===== src/rtl/mmio_console.sv =====
`default_nettype none
// ============================================================================
//  Module   : mmio_console
//  Purpose  : Memory-mapped console / simulation-control responder on the CPU
//             data bus. CPU stores to TXDATA are queued in a first-word-fall-
//             through TX FIFO and drained on a byte-stream valid/ready port.
//             A single-entry RX register holds one incoming host byte. Writing
//             FINI_CODE to TXDATA lets the queue drain, then raises fini_o.
//  Ports    : clk_i / rst_i               clock, synchronous active-high reset
//             bus_addr_i                  byte address (bit 31 selects console)
//             bus_wvalid_i / bus_wdata_i  write request and data
//             bus_rvalid_i                read request
//             bus_stall_o                 hold the write request while high
//             bus_rdata_o / _valid_o      registered read data, 1-cycle pulse
//             tx_data_o/tx_valid_o/tx_ready_i  outgoing byte stream
//             rx_data_i/rx_valid_i/rx_ready_o  incoming byte stream
//             fini_o                      finish reached, sticky until reset
//  Register map (bus_addr_i[3:2]):
//             0 TXDATA (W)   1 STATUS (R)   2 RXDATA (R)   3 reads as zero
//  Revision : 1.0  initial release
// ============================================================================
module mmio_console #(
    parameter int unsigned TX_DEPTH  = 16,
    parameter logic [31:0] FINI_CODE = 32'h0002_0000
) (
    input  logic        clk_i,
    input  logic        rst_i,
    input  logic [31:0] bus_addr_i,
    input  logic        bus_wvalid_i,
    input  logic [31:0] bus_wdata_i,
    input  logic        bus_rvalid_i,
    output logic        bus_stall_o,
    output logic [31:0] bus_rdata_o,
    output logic        bus_rdata_valid_o,
    output logic [7:0]  tx_data_o,
    output logic        tx_valid_o,
    input  logic        tx_ready_i,
    input  logic [7:0]  rx_data_i,
    input  logic        rx_valid_i,
    output logic        rx_ready_o,
    output logic        fini_o
);

    localparam int unsigned c_ptr_w = (TX_DEPTH > 1) ? $clog2(TX_DEPTH) : 1;
    localparam int unsigned c_cnt_w = $clog2(TX_DEPTH + 1);

    localparam logic [c_cnt_w-1:0] c_cnt_full = c_cnt_w'(TX_DEPTH);
    localparam logic [c_cnt_w-1:0] c_cnt_one  = c_cnt_w'(1);
    localparam logic [c_ptr_w-1:0] c_ptr_one  = c_ptr_w'(1);

    localparam logic [1:0] c_off_txdata = 2'd0;
    localparam logic [1:0] c_off_status = 2'd1;
    localparam logic [1:0] c_off_rxdata = 2'd2;

    typedef enum logic [1:0] {
        S_RUN   = 2'd0,
        S_DRAIN = 2'd1,
        S_DONE  = 2'd2
    } state_t;

    state_t             r_state;
    state_t             w_state_next;

    logic [7:0]         r_mem [TX_DEPTH];
    logic [c_ptr_w-1:0] r_wr_ptr;
    logic [c_ptr_w-1:0] r_rd_ptr;
    logic [c_cnt_w-1:0] r_count;

    logic               r_rx_full;
    logic [7:0]         r_rx_byte;

    logic [31:0]        r_rdata;
    logic               r_rdata_valid;

    logic               w_sel;
    logic [1:0]         w_off;
    logic               w_tx_wr;
    logic               w_is_fini;
    logic               w_tx_full;
    logic               w_tx_empty;
    logic               w_push;
    logic               w_pop;
    logic               w_stall;
    logic               w_fini_req;
    logic               w_rd;
    logic               w_rx_rd;
    logic               w_rx_load;
    logic [7:0]         w_cnt8;
    logic [31:0]        w_status;
    logic [31:0]        w_rx_word;
    logic [31:0]        w_rdata_next;
    logic               w_unused_addr;

    // ------------------------------------------------------------------
    // Bus decode
    // ------------------------------------------------------------------
    assign w_sel         = bus_addr_i[31];
    assign w_off         = bus_addr_i[3:2];
    assign w_unused_addr = ^{bus_addr_i[30:4], bus_addr_i[1:0]};

    assign w_tx_wr   = bus_wvalid_i && w_sel && (w_off == c_off_txdata);
    assign w_is_fini = (bus_wdata_i == FINI_CODE);
    assign w_rd      = bus_rvalid_i && w_sel;
    assign w_rx_rd   = w_rd && (w_off == c_off_rxdata);

    // Full/empty come from the registered count, so a pop in the same cycle
    // never releases a stalled write early.
    assign w_tx_full  = (r_count == c_cnt_full);
    assign w_tx_empty = (r_count == '0);
    assign w_pop      = !w_tx_empty && tx_ready_i;

    // ------------------------------------------------------------------
    // Control state machine
    // ------------------------------------------------------------------
    always_ff @(posedge clk_i) begin
        if (rst_i) begin
            r_state <= S_RUN;
        end else begin
            r_state <= w_state_next;
        end
    end

    always_comb begin
        w_state_next = r_state;
        w_push       = 1'b0;
        w_stall      = 1'b0;
        w_fini_req   = 1'b0;
        case (r_state)
            S_RUN: begin
                if (w_tx_wr) begin
                    if (w_is_fini) begin
                        // Finish request is accepted even with a full FIFO.
                        w_fini_req   = 1'b1;
                        w_state_next = S_DRAIN;
                    end else if (w_tx_full) begin
                        w_stall = 1'b1;
                    end else begin
                        w_push = 1'b1;
                    end
                end
            end
            S_DRAIN: begin
                // Leave only once the registered count has been seen at zero.
                if (w_tx_empty) begin
                    w_state_next = S_DONE;
                end
            end
            S_DONE: begin
                w_state_next = S_DONE;
            end
            default: begin
                w_state_next = S_RUN;
            end
        endcase
    end

    // ------------------------------------------------------------------
    // TX FIFO (first-word-fall-through)
    // ------------------------------------------------------------------
    always_ff @(posedge clk_i) begin
        if (w_push) begin
            r_mem[r_wr_ptr] <= bus_wdata_i[7:0];
        end
    end

    always_ff @(posedge clk_i) begin
        if (rst_i) begin
            r_wr_ptr <= '0;
            r_rd_ptr <= '0;
            r_count  <= '0;
        end else begin
            if (w_push) begin
                r_wr_ptr <= r_wr_ptr + c_ptr_one;
            end
            if (w_pop) begin
                r_rd_ptr <= r_rd_ptr + c_ptr_one;
            end
            case ({w_push, w_pop})
                2'b10:   r_count <= r_count + c_cnt_one;
                2'b01:   r_count <= r_count - c_cnt_one;
                default: r_count <= r_count;
            endcase
        end
    end

    // ------------------------------------------------------------------
    // RX holding register
    // ------------------------------------------------------------------
    // A load requires the register to be empty, so it can never coincide
    // with the read that empties it; the next byte lands one cycle later.
    assign w_rx_load = rx_valid_i && !r_rx_full;

    always_ff @(posedge clk_i) begin
        if (rst_i) begin
            r_rx_full <= 1'b0;
            r_rx_byte <= 8'h00;
        end else if (w_rx_load) begin
            r_rx_full <= 1'b1;
            r_rx_byte <= rx_data_i;
        end else if (w_rx_rd) begin
            r_rx_full <= 1'b0;
        end
    end

    // ------------------------------------------------------------------
    // Read path
    // ------------------------------------------------------------------
    assign w_cnt8    = 8'(r_count);
    assign w_status  = {16'h0000, w_cnt8, 4'b0000,
                        (r_state != S_RUN), r_rx_full, w_tx_full, w_tx_empty};
    assign w_rx_word = r_rx_full ? {1'b1, 23'b0, r_rx_byte} : 32'h0000_0000;

    always_comb begin
        w_rdata_next = 32'h0000_0000;
        case (w_off)
            c_off_status: w_rdata_next = w_status;
            c_off_rxdata: w_rdata_next = w_rx_word;
            default:      w_rdata_next = 32'h0000_0000;
        endcase
    end

    always_ff @(posedge clk_i) begin
        if (rst_i) begin
            r_rdata       <= 32'h0000_0000;
            r_rdata_valid <= 1'b0;
        end else begin
            r_rdata_valid <= w_rd;
            if (w_rd) begin
                r_rdata <= w_rdata_next;
            end
        end
    end

    // ------------------------------------------------------------------
    // Outputs
    // ------------------------------------------------------------------
    assign bus_stall_o       = w_stall;
    assign bus_rdata_o       = r_rdata;
    assign bus_rdata_valid_o = r_rdata_valid;
    assign tx_data_o         = r_mem[r_rd_ptr];
    assign tx_valid_o        = !w_tx_empty;
    assign rx_ready_o        = !r_rx_full;
    assign fini_o            = (r_state == S_DONE);

endmodule
`default_nettype wire

===== config.mk =====
export PLATFORM = sky130hd
export DESIGN_NAME = mmio_console
export DESIGN_NICKNAME = d
export VERILOG_FILES = /design/src/rtl/mmio_console.sv
export SDC_FILE = /design/constraint.sdc
export NUM_CORES = 1
export LEC_CHECK = 0
export CORE_MARGIN = 1
export CORE_UTILIZATION = 40
export DETAILED_ROUTE_END_ITERATION = 8
export PLACE_DENSITY = 0.68
export SLEW_MARGIN = 10
export SYNTH_ARGS = -nofsm -noshare
export SYNTH_HDL_FRONTEND = slang
export SYNTH_SLANG_ARGS = --single-unit
export TNS_END_PERCENT = 20

===== constraint.sdc =====
create_clock -name clk_i -period 7.82 [get_ports clk_i]
set_input_delay 1.173 -clock clk_i [delete_from_list [all_inputs] [get_ports clk_i]]
set_output_delay 1.173 -clock clk_i [all_outputs]
set_load 0.01 [all_outputs]

==> flow_summary.yaml <==
run_status:
  status: "finished clean"
clocking:
  cts.path.max_buffers: 2
  clock_latency_ns: 0.42
  cts_buffers: 17
  cts-resized-gates: 0
  post_cts_buffers: 0
  cts.hold.buffers_added: 0
  cts_sinks: 171
  cts_tree: "yes"
  clk_pin_slew_worst_paths_ns: 0.06
  cts_root_buf: "clkbuf_16"
  cts_htree_levels: 4
timing:
  fin_setup_tns_ns: 0
  tightest_slew_ns: 1.14
  finalClockSkew_ns: 0.0126
  whs_ns: 0.457
  max_freq_mhz: 218
  slew_headroom_pct: 23.6
  drv_slew: 0
  rsz0062_at_grt: "false"
  min_period_ns: 4.59
  final.period_utilization_pct: 58.7
  setup_viol: 0
  finalHoldViolCount: 0
synthesis:
  synth_commonest_cells: "128 x edfxtp_1, 43 x dfxtp_1, 30 x nor2_1"
  synth.area.top_cells: "edfxtp_1 54%, dfxtp_1 12%, mux4_1 8.8%"
  ys_seq_elements: 171
  syn_inst: 445
  yosys_warnings: 0
  yosys.area_share.simple_pct: 7.35
  synthMuxAreaShare_pct: 14.5
  yosys.cell_count.top_type: "edfxtp_1"
  ys_seq_area_share_pct: 66.0
  syn-cell-area_um2: 7130
  synthArstFlopShare_pct: 0
  synth_top_family_by_area: "multiplexers"
  ys_types: 45
  synthXorXnorAreaFrac_pct: 1.11
  synth_compound_area_share_pct: 4.16
  synth_top_area_cell: "edfxtp_1"
  yosysTopAreaCellShare_pct: 53.9
  syn_area_per_cell_um2: 16.0
  synth-adder-area-share_pct: 2.46
  synth_edf_count: 128
  synthFlopType: "edfxtp_1"
layout:
  final_area_um2: 8560
  layout-drive-gt1-share_pct: 9.40
  num-fill-cells: 1443
  n_antenna_cell: 0
  fin_cells: 757
  nets: 611
  area_growth_pct: 20.0
worst_hold_path:
  hold_class: "reg -> reg"
floorplanning:
  io_pins: 123
  initial_core_util_pct: 41.1
  die_h_um: 136
  rows: 48
  dieArea_um2: 18400
  core-area_um2: 17400
  die_w_um: 136
placement:
  place_area_um2: 7990
  io_buffers: 75
  dp_cells: 725
  globalplace.congestion: 0.759
  place_hpwl_um: 9060
global_route:
  antenna_found_initial: 0
  overflow: 0
  grt_max_degree: 42
  grt_pass1_wl_um: 22200
  grt_pass1_vias: 4066
  grt_usage_pct: 16.8
critical_path:
  crit_arrival_ns: 4.89
  path_max_fanout: 17
  crit_chain: "clkdlybuf4s50_1 > nor4_1 > nand4_1 > o2111a_1 > inv_1 > ha_1 > xor2_1 > ha_1 > a21oi_1 > o22ai_1 > a222oi_1 > or3_1 > a21oi_1"
  cp_slowest_stage_delay_ns: 0.73
  crit_type: "in -> reg"
  start_kind: "input pin"
  critPathSlowestCell: "clkdlybuf4s50_1"
  worstSetupEndpointType: "register"
  critPathRequiredTime_ns: 8.11
route:
  drt_iter0_drc: 222
  avgViaCountPerCell: 5.23
  dr.pass1.iters: 5
  drc: 0
  wl_per_cell_um: 19.1
  finalWirelength_um: 14400
  ant_nets: 0
  route.vias.total: 3958
run:
  maxCapViolCount: 0
power:
  ir_worst_vdd_mv: 0.186
  p_per_area_nw_per_um2: 258
  leakage_nw: 2.87
-- metrics by stage --
step	utilization (%)	power (mW)	setup WS [ns]
after floorplan	-	1.32	4.07
after global placement	46.0	1.40	2.95
after detailed placement	46.0	1.41	2.77
after CTS	49.3	2.22	3.21
after global routing	49.3	2.29	2.94
final	49.3	2.21	3.23
-- report_power, final --
part / internal, mW / total, mW / leakage [nW] / switching [mW]
Sequential: 0.993 / 1.02 / 1.50 / 0.0251
Clock: 0.474 / 0.819 / 0.275 / 0.345
Combinational: 0.198 / 0.369 / 1.10 / 0.170
-- per-layer routing --
metal  track usage, %  part of all wire, %
met3             4.45                  5.9
met4             6.55                  1.4
met2             28.7                   51
met5                0                    0
met1             20.1                   41
-- cells in the final DEF, fill, tap and decap left out, drive strengths merged, types with 4 or more instances in the layout --
cell type      count
edfxtp           128
mux4              40
nor3               5
a22oi              9
nand2             28
a21oi             20
clkdlybuf4s50     75
and3              14
nand4              4
nand3              5
xor2               6
dfxtp             43
inv               18
clkbuf            20
nor4               9
conb              18
nor2b              5
ha                14
clkinv             4
o21ai              5
nor2              30
-- layout make-up --
class	instances	area, µm²	area share [%]
timing repair buffer	77	766	8.94
inverter	14	52.6	0.614
tap	225	282	3.29
multi-input combinational	238	2180	25.5
clock inverter	12	135	1.58
sequential	171	4710	55.0
clock buffer	20	437	5.10
-- registers in the layout (all words and copies together), names as in the netlist, named ones only --
register / cells
r_rd_ptr: 4
r_rx_byte: 8
r_wr_ptr: 4
r_rx_full: 1
r_mem: 128
bus_rdata_valid_o: 1
r_state: 2
bus_rdata_o: 14
r_count: 5
-- critical path, delay by kind of cell --
family	cells	cell delay, ns
simple gates	3	0.90
compound gates	5	1.36
xor+xnor	1	0.10
fa+ha+maj	2	0.46
buf+inv	2	0.89
-- logic make-up after synthesis --
logic type,count (synthesis)
flops,171
simple gates,106
buf+inv,53
compound gates,47
mux,44
fa+ha+maj,14
xor+xnor,9
other cells,1
-- worst paths after layout --
check / slack, ns / cells after the start / endpoint / start
min reg2reg: 0.46 / 2 / r_rx_byte[1] / r_rx_byte[1]
max reg2reg: 4.66 / 12 / r_count[4] / r_count[2]
max: 3.23 / 13 / r_count[4] / bus_wdata_i[2]
min: 0.46 / 2 / r_rx_byte[1] / r_rx_byte[1]
Power figures use the tool's default switching activity.
